--- src/rtl/cnt0_core.sv ---
// cnt0_core: prescaled up-counter feeding the CNT0 delay stage.
// Saturates at the data register in DLY mode, wraps in CNT mode.
module cnt0_core #(
  parameter int BIT_WIDTH = 14
) (
  input  logic                 i_clk,
  input  logic                 i_reset,
  input  logic [2:0]           i_clk_div_select,
  input  logic                 i_mode,
  input  logic [BIT_WIDTH-1:0] i_data_from_register,
  input  logic                 i_cnt_reset_n,
  input  logic                 i_cnt_allow,
  output logic [BIT_WIDTH-1:0] o_counter,
  output logic                 o_tick,
  output logic                 o_terminal
);

  logic [2:0]           r_sel;
  logic [5:0]           r_div_cnt;
  logic [BIT_WIDTH-1:0] r_counter;
  logic                 r_terminal;

  logic [5:0]           w_nm1;
  logic                 w_sel_chg;
  logic                 w_tick;
  logic                 w_at_term;
  logic                 w_step;
  logic [BIT_WIDTH-1:0] w_inc;

  // Divider terminal value (N-1) for the requested prescale ratio
  always_comb begin
    w_nm1 = 6'd0;
    case (i_clk_div_select)
      3'd1:    w_nm1 = 6'd3;
      3'd2:    w_nm1 = 6'd11;
      3'd3:    w_nm1 = 6'd23;
      3'd4:    w_nm1 = 6'd63;
      default: w_nm1 = 6'd0;
    endcase
  end

  // A select change restarts the divider, so no tick from stale phase
  assign w_sel_chg = (i_clk_div_select != r_sel);
  assign w_tick    = w_sel_chg ? (w_nm1 == 6'd0)
                               : (r_div_cnt == w_nm1);
  assign w_at_term = (r_counter >= i_data_from_register);
  assign w_step    = w_tick & i_cnt_allow;
  assign w_inc     = r_counter + BIT_WIDTH'(1);

  // Prescaler: free-running divider, cleared by clear or select change
  always_ff @(posedge i_clk or posedge i_reset) begin
    if (i_reset) begin
      r_sel     <= 3'd0;
      r_div_cnt <= 6'd0;
    end else begin
      r_sel <= i_clk_div_select;
      if (!i_cnt_reset_n || w_sel_chg || w_tick)
        r_div_cnt <= 6'd0;
      else
        r_div_cnt <= r_div_cnt + 6'd1;
    end
  end

  // Counter and one-cycle terminal pulse
  always_ff @(posedge i_clk or posedge i_reset) begin
    if (i_reset) begin
      r_counter  <= '0;
      r_terminal <= 1'b0;
    end else if (!i_cnt_reset_n) begin
      r_counter  <= '0;
      r_terminal <= 1'b0;
    end else begin
      r_terminal <= 1'b0;
      if (w_step && !w_at_term) begin
        r_counter  <= w_inc;
        r_terminal <= !i_mode &&
                      (w_inc == i_data_from_register);
      end else if (w_step && i_mode) begin
        r_counter  <= '0;
        r_terminal <= 1'b1;
      end
    end
  end

  assign o_counter  = r_counter;
  assign o_tick     = w_tick;
  assign o_terminal = r_terminal;

endmodule

--- config.mk ---
export PLATFORM = sky130hd
export DESIGN_NAME = cnt0_core
export DESIGN_NICKNAME = d
export VERILOG_FILES = /design/src/rtl/cnt0_core.sv
export SDC_FILE = /design/constraint.sdc
export NUM_CORES = 1
export LEC_CHECK = 0
export CELL_PAD_IN_SITES_DETAIL_PLACEMENT = 1
export CELL_PAD_IN_SITES_GLOBAL_PLACEMENT = 1
export CORE_UTILIZATION = 35
export DETAILED_ROUTE_END_ITERATION = 10
export DONT_BUFFER_PORTS = 1
export PLACE_DENSITY = 0.69
export RECOVER_POWER = 100
export SYNTH_ARGS = -nofsm -noshare
export SYNTH_HDL_FRONTEND = slang
export SYNTH_SLANG_ARGS = --single-unit
--- constraint.sdc ---
create_clock -name i_clk -period 5.1 [get_ports i_clk]
set_clock_uncertainty 0.2 [all_clocks]
set_input_delay 1.02 -clock i_clk [delete_from_list [all_inputs] [get_ports i_clk]]
set_output_delay 1.02 -clock i_clk [all_outputs]
set_load 0.02 [all_outputs]
; Yosys cells after proc, flatten, opt, wreduce, memory -nomap -nowiden
; Cells that the tools add are included.
[word_totals]
input_bits = 22
ff_bits = 24
[classes]
n_eq_ne = 8
add_sub_neg = 2
n_reduce_logical = 9
order_cmp = 1
mux = 9
bitwise_logic = 1
[op_table]
columns = cell, n
row1 = 2-to-1 mux 14 bit, 3
row2 = case mux 6 bit (4 select lines), 1
row3 = "adder 14 x 1 -> 14 bit, second input constant", 1
row4 = equality test 14 bit, 1
row5 = >= comparator 14 bit, 1
row6 = "adder 6 x 1 -> 6 bit, second input constant", 1
row7 = "equality test 3 x 2 -> 1 bit, second input constant", 2
row8 = equality test 6 bit, 1
row9 = zero test 6 bit, 1
row10 = 2-to-1 mux 6 bit, 1
row11 = 2-to-1 mux 1 bit, 4
row12 = "equality test 3 x 1 -> 1 bit, second input constant", 1
row13 = "equality test 3 bit, second input constant", 1
row14 = logical AND 1 bit, 3
row15 = zero test 1 bit, 3
row16 = "!= test 3 x 1 -> 1 bit, second input constant", 1
row17 = != test 3 bit, 1
row18 = logical OR 1 bit, 2
row19 = bitwise AND 1 bit, 1

; Depth between registers and ports, before layout
[logic_depth]
word_depth = 9
depth_mapped = 9

; Least setup slack after synthesis
; No wires, ideal clock.
[synth_timing]
kind = input to output
from = in i_clk_div_select[2]
to = out o_tick
setup_slack_ps = 1430
arrival_time_ps = 2450
path_stages = 5
cell_sequence = buf_4 -> or3b_4 -> a21oi_2 -> o221ai_2 -> a211oi_1
[synth_between]
elab_chain_cells = 4
[synth_lines]
columns = element, line_no
row1 = start: declaration, 8  ; input logic [2:0] i_clk_div_select,
row2 = equality test 3 bit (tied with other cells), 33  ; case (i_clk_div_select)
row3 = case mux 6 bit (4 select lines), 33
row4 = equality test 6 bit / zero test 6 bit (equally long branches), "45, 44"
row5 = 2-to-1 mux 1 bit (*), 44  ; assign w_tick = w_sel_chg ? (w_nm1 == 6'd0)
row6 = end: declaration, 14  ; output logic o_tick,
; Mark *: on every way between the ends. The rest lies on a longest branch, timed or not.

; Worst setup path after layout
[layout_timing]
from = reg r_counter[4] (netlist: o_counter[4])
to = reg r_counter[6] (netlist: o_counter[6])
[layout_between]
elab_chain_cells = 5
[layout_lines]
columns = element, line_no
row1 = start: declaration, 20  ; logic [BIT_WIDTH-1:0] r_counter;
row2 = start signal: assignment, 75  ; r_counter <= w_inc;
row3 = >= comparator 14 bit, 46  ; assign w_at_term = (r_counter >= i_data_from_register);
row4 = zero test 1 bit, 74  ; if (w_step && !w_at_term) begin
row5 = logical AND 1 bit, 74
row6 = 2-to-1 mux 14 bit, 74
row7 = 2-to-1 mux 14 bit, 69  ; end else if (!i_cnt_reset_n) begin
; Several ways; a longest one is shown, not always the timed one.
; A chain may end at the register's enable or synchronous reset.

==> PnR_summary.wiki <==
{| class="wikitable"
! Metric !! Value
|-
| Routed wire per std cell || 17.4 µm
|-
| Later-pin clock latency in the skew report || 0.28 ns
|-
| HPWL after DPL || 4310 µm
|-
| Kind of cell adding the most delay to the critical path || compound AO/OA/AOI/OAI gates
|-
| Class of the worst hold path || flip-flop to flip-flop
|-
| Area delta synth->final || 4.55%
|-
| Setup TNS || 0 ns
|-
| Power density normalized to cell area || 193 nW/µm²
|-
| Clock transition at the registers of the reported paths || 0.09 ns
|-
| Area of the core || 5960 µm²
|-
| Ranking of synthesized cells by area || dfrtp_1 28%, ha_1 9.2%, xnor2_1 5.2%, xor2_1 5.2%, nand2_1 4.1%
|-
| Overall Power || 0.000439 W
|-
| First-pass DRT Iterations || 4
|-
| Launching element type of the critical path || flip-flop
|-
| Yosys warning count || 0
|-
| Most used flip-flop cell after synthesis || dfrtp_1
|-
| Num CTS Buffers || 3
|-
| Global-route wire length before repair || 9300 µm
|-
| Max_cap viols || 0
|-
| Effective utilization at floorplan || 0.364
|-
| Number of flip-flops and latches in the synthesized netlist || 24
|-
| Final period util || 0.746
|-
| Maximum number of pins on one net before global-route repair || 25
|-
| Via count of the first global-routing pass || 1,864
|-
| Overall Global Routing Usage || 0.186
|-
| Gate count of the mapped netlist || 266
|-
| Total number of H-tree levels || 1
|-
| Buffering stage count on the worst path with inverters included || 1
|-
| Rel. slew slack || 0.366
|-
| Area of all placed cells without fillers || 2270 µm²
|-
| TritonCTS clock tree || done
|-
| Antenna diode count || 0
|-
| Library cells used by synthesis || 47
|-
| Multi-input combinational cell area || 1420 µm²
|-
| Top-level I/O count || 38
|-
| TritonCTS sink count || 24
|-
| Vias per cell || 5.94
|-
| Delay of the slowest critical-path stage || 0.75 ns
|-
| Data arrival time of the critical path || 3.74 ns
|-
| Hold Worst Slack || 0.378 ns
|-
| Post-synthesis sequential area ratio || 0.277
|-
| Post-CTS setup-driven buffer insertion count || 0
|-
| Final critical-path required period || 3.81 ns
|-
| Final hold violation count || 0
|-
| CTS resizes || 0
|-
| Synth Area per Inst || 8.16 µm²
|-
| Number of rows in the core area || 28
|-
| Residual antenna-violating net count after detailed routing || 0
|-
| I/O Buffers || 0
|-
| Cell type with the largest total area after synthesis || dfrtp_1
|-
| Weighted congestion reported at the end of routability-driven placement || 0.726
|-
| Total wire length || 5780 µm
|-
| Fillcell total || 737
|-
| Global route total overflow || 0
|-
| Worst-path maximum fanout || 14
|-
| Proportion of layout cells with a drive suffix above 1 || 0.0467
|-
| Total number of vias || 1,971
|-
| DRC violation total after the first TritonRoute iteration || 169
|-
| Maximum operating frequency || 263 MHz
|-
| CTS Hold Bufs || 0
|-
| Die Width || 80.8 µm
|-
| Worst slew pin tran || 0.950 ns
|-
| Cell area after placement || 2220 µm²
|-
| Final #Nets || 296
|-
| DIE HEIGHT || 80.8 µm
|-
| Antenna violations before repair || 0
|-
| Worst-case register-to-register setup slack || 1.29 ns
|-
| Number of setup violations in the final report || 0
|-
| List of cells traversed by the critical path || ha_1 -> a41o_1 -> a21oi_1 -> o221ai_1 -> a2111oi_0 -> clkbuf_1 -> o21a_1 -> o21ai_0
|-
| Crit-path slowest cell || dfrtp_1
|-
| Clock Tree Buf Depth || 2
|-
| Setup Crit Path Kind || flip-flop to flip-flop
|-
| Result of the run || completed
|-
| RSZ-0062 raised after global routing || no
|-
| Synthesized cell area || 2170 µm²
|-
| Share of async-settable or async-resettable flops after synthesis || 1.00
|-
| Max VDD drop || 0.0964 mV
|-
| Post-synthesis net count || 304
|-
| Total die area || 6520 µm²
|-
| DRC violation count after routing || 0
|-
| Number of slew-limit violations in the final report || 0
|-
| Clock tree root buffer cell || clkbuf_8
|-
| Leakage component of the power || 0.956 nW
|-
| Count of flip-flops with a built-in enable after synthesis || 0
|-
| Kind of capture point of the worst setup path || flip-flop
|-
| Register area || 601 µm²
|-
| Crit path required time || 5.03 ns
|-
| Area share of the leading cell type in the synthesized netlist || 0.277
|}
cells by family (layout without fill, tap and decap cells):
group	after synthesis	after routing	share of synthesized area
adders and majority gates	16	16	0.0922
and+or+nand+nor	111	111	0.276
buffers and inverters	34	25	0.0640
AOI/OAI and AO/OA	55	55	0.187
DFF	24	24	0.277
xor gates and xnor gates	26	26	0.105
layer usage:
layer	vias up	wire length [µm]	global-route usage
met1	968	2630	0.263
met2	55	2680	0.299
li1	943	-	-
met3	5	418	0.0270
met4	0	55	0.0429
met5	-	0	0
worst reg2reg max path: cells and delay by family (launching register included):
family                     cells  cell delay, ns
AOI/OAI and AO/OA              6            1.76
buffers and inverters          1            0.58
adders and majority gates      1            0.38
DFF                            1            0.75
placed cells by master (no fill, tap or decap), types with 10 or more instances in the layout:
cell     count
nand3_1     16
inv_1       19
nor2_1      19
dfrtp_1     24
o21ai_0     11
xnor2_1     13
xor2_1      13
a21oi_1     10
nand2_1     24
ha_1        16
final timing paths:
path,startpoint,to,cells past startpoint
hold / removal,r_div_cnt[0],r_div_cnt[0],1
min in group asynchronous,i_reset,o_counter[13],1
hold reg to reg,r_div_cnt[0],r_div_cnt[0],1
max in group asynchronous,i_reset,r_sel[1],1
setup reg to reg,o_counter[4],o_counter[6],8
setup / recovery,o_counter[4],o_counter[6],8
Yosys cell counts, types with 2 or more instances:
cell type and count:
nand2_1 24, nor3b_1 4, o21ai_0 11, nor2b_1 4, nor4_1 3, clkbuf_1 10, inv_1 19, a211oi_1 2
buf_4 2, ha_1 16, a21oi_1 10, and2_1 2, nand3_1 16, nand4_1 8, dfrtp_1 24, nand3b_1 3
o22ai_1 4, xor2_1 13, o221ai_1 5, a21o_1 2, nor2_1 19, o21a_1 3, and4_1 5, and3_1 4
nor3_1 9, xnor2_1 13, o211ai_1 9, buf_2 3
through the flow:
stage	std cells	util	worst slack, ns
after global routing	332	0.381	1.13
final	332	0.381	1.29
after detailed placement	328	0.372	1.47
after floorplan	266	-	1.43
after global placement	328	0.372	1.49
after CTS	332	0.384	1.47
registers in the layout, summed over array words and instances, names as in the netlist:
| name | cells |
|---|---|
| r_sel | 3 |
| r_div_cnt | 6 |
| o_terminal | 1 |
| o_counter | 14 |
where the power goes:
group / switching (W) / leakage, nW / internal (W) / total [W]
logic: 0.0000425 / 0.593 / 0.0000243 / 0.0000668
clock network: 0.0000677 / 0.0357 / 0.000105 / 0.000173
registers: 0.00000609 / 0.328 / 0.000193 / 0.000199
total: 0.000116 / 0.956 / 0.000322 / 0.000439
cell type report:
| type | count | area share |
|---|---|---|
| Clock buffer | 3 | 0.0182 |
| Clock inverter | 1 | 0.0132 |
| Inverter | 19 | 0.0314 |
| Multi-Input combinational cell | 208 | 0.626 |
| Sequential cell | 24 | 0.265 |
| Tap cell | 75 | 0.0413 |
| Timing Repair Buffer | 2 | 0.00496 |
No activity file was read; power rests on OpenSTA's default activity.
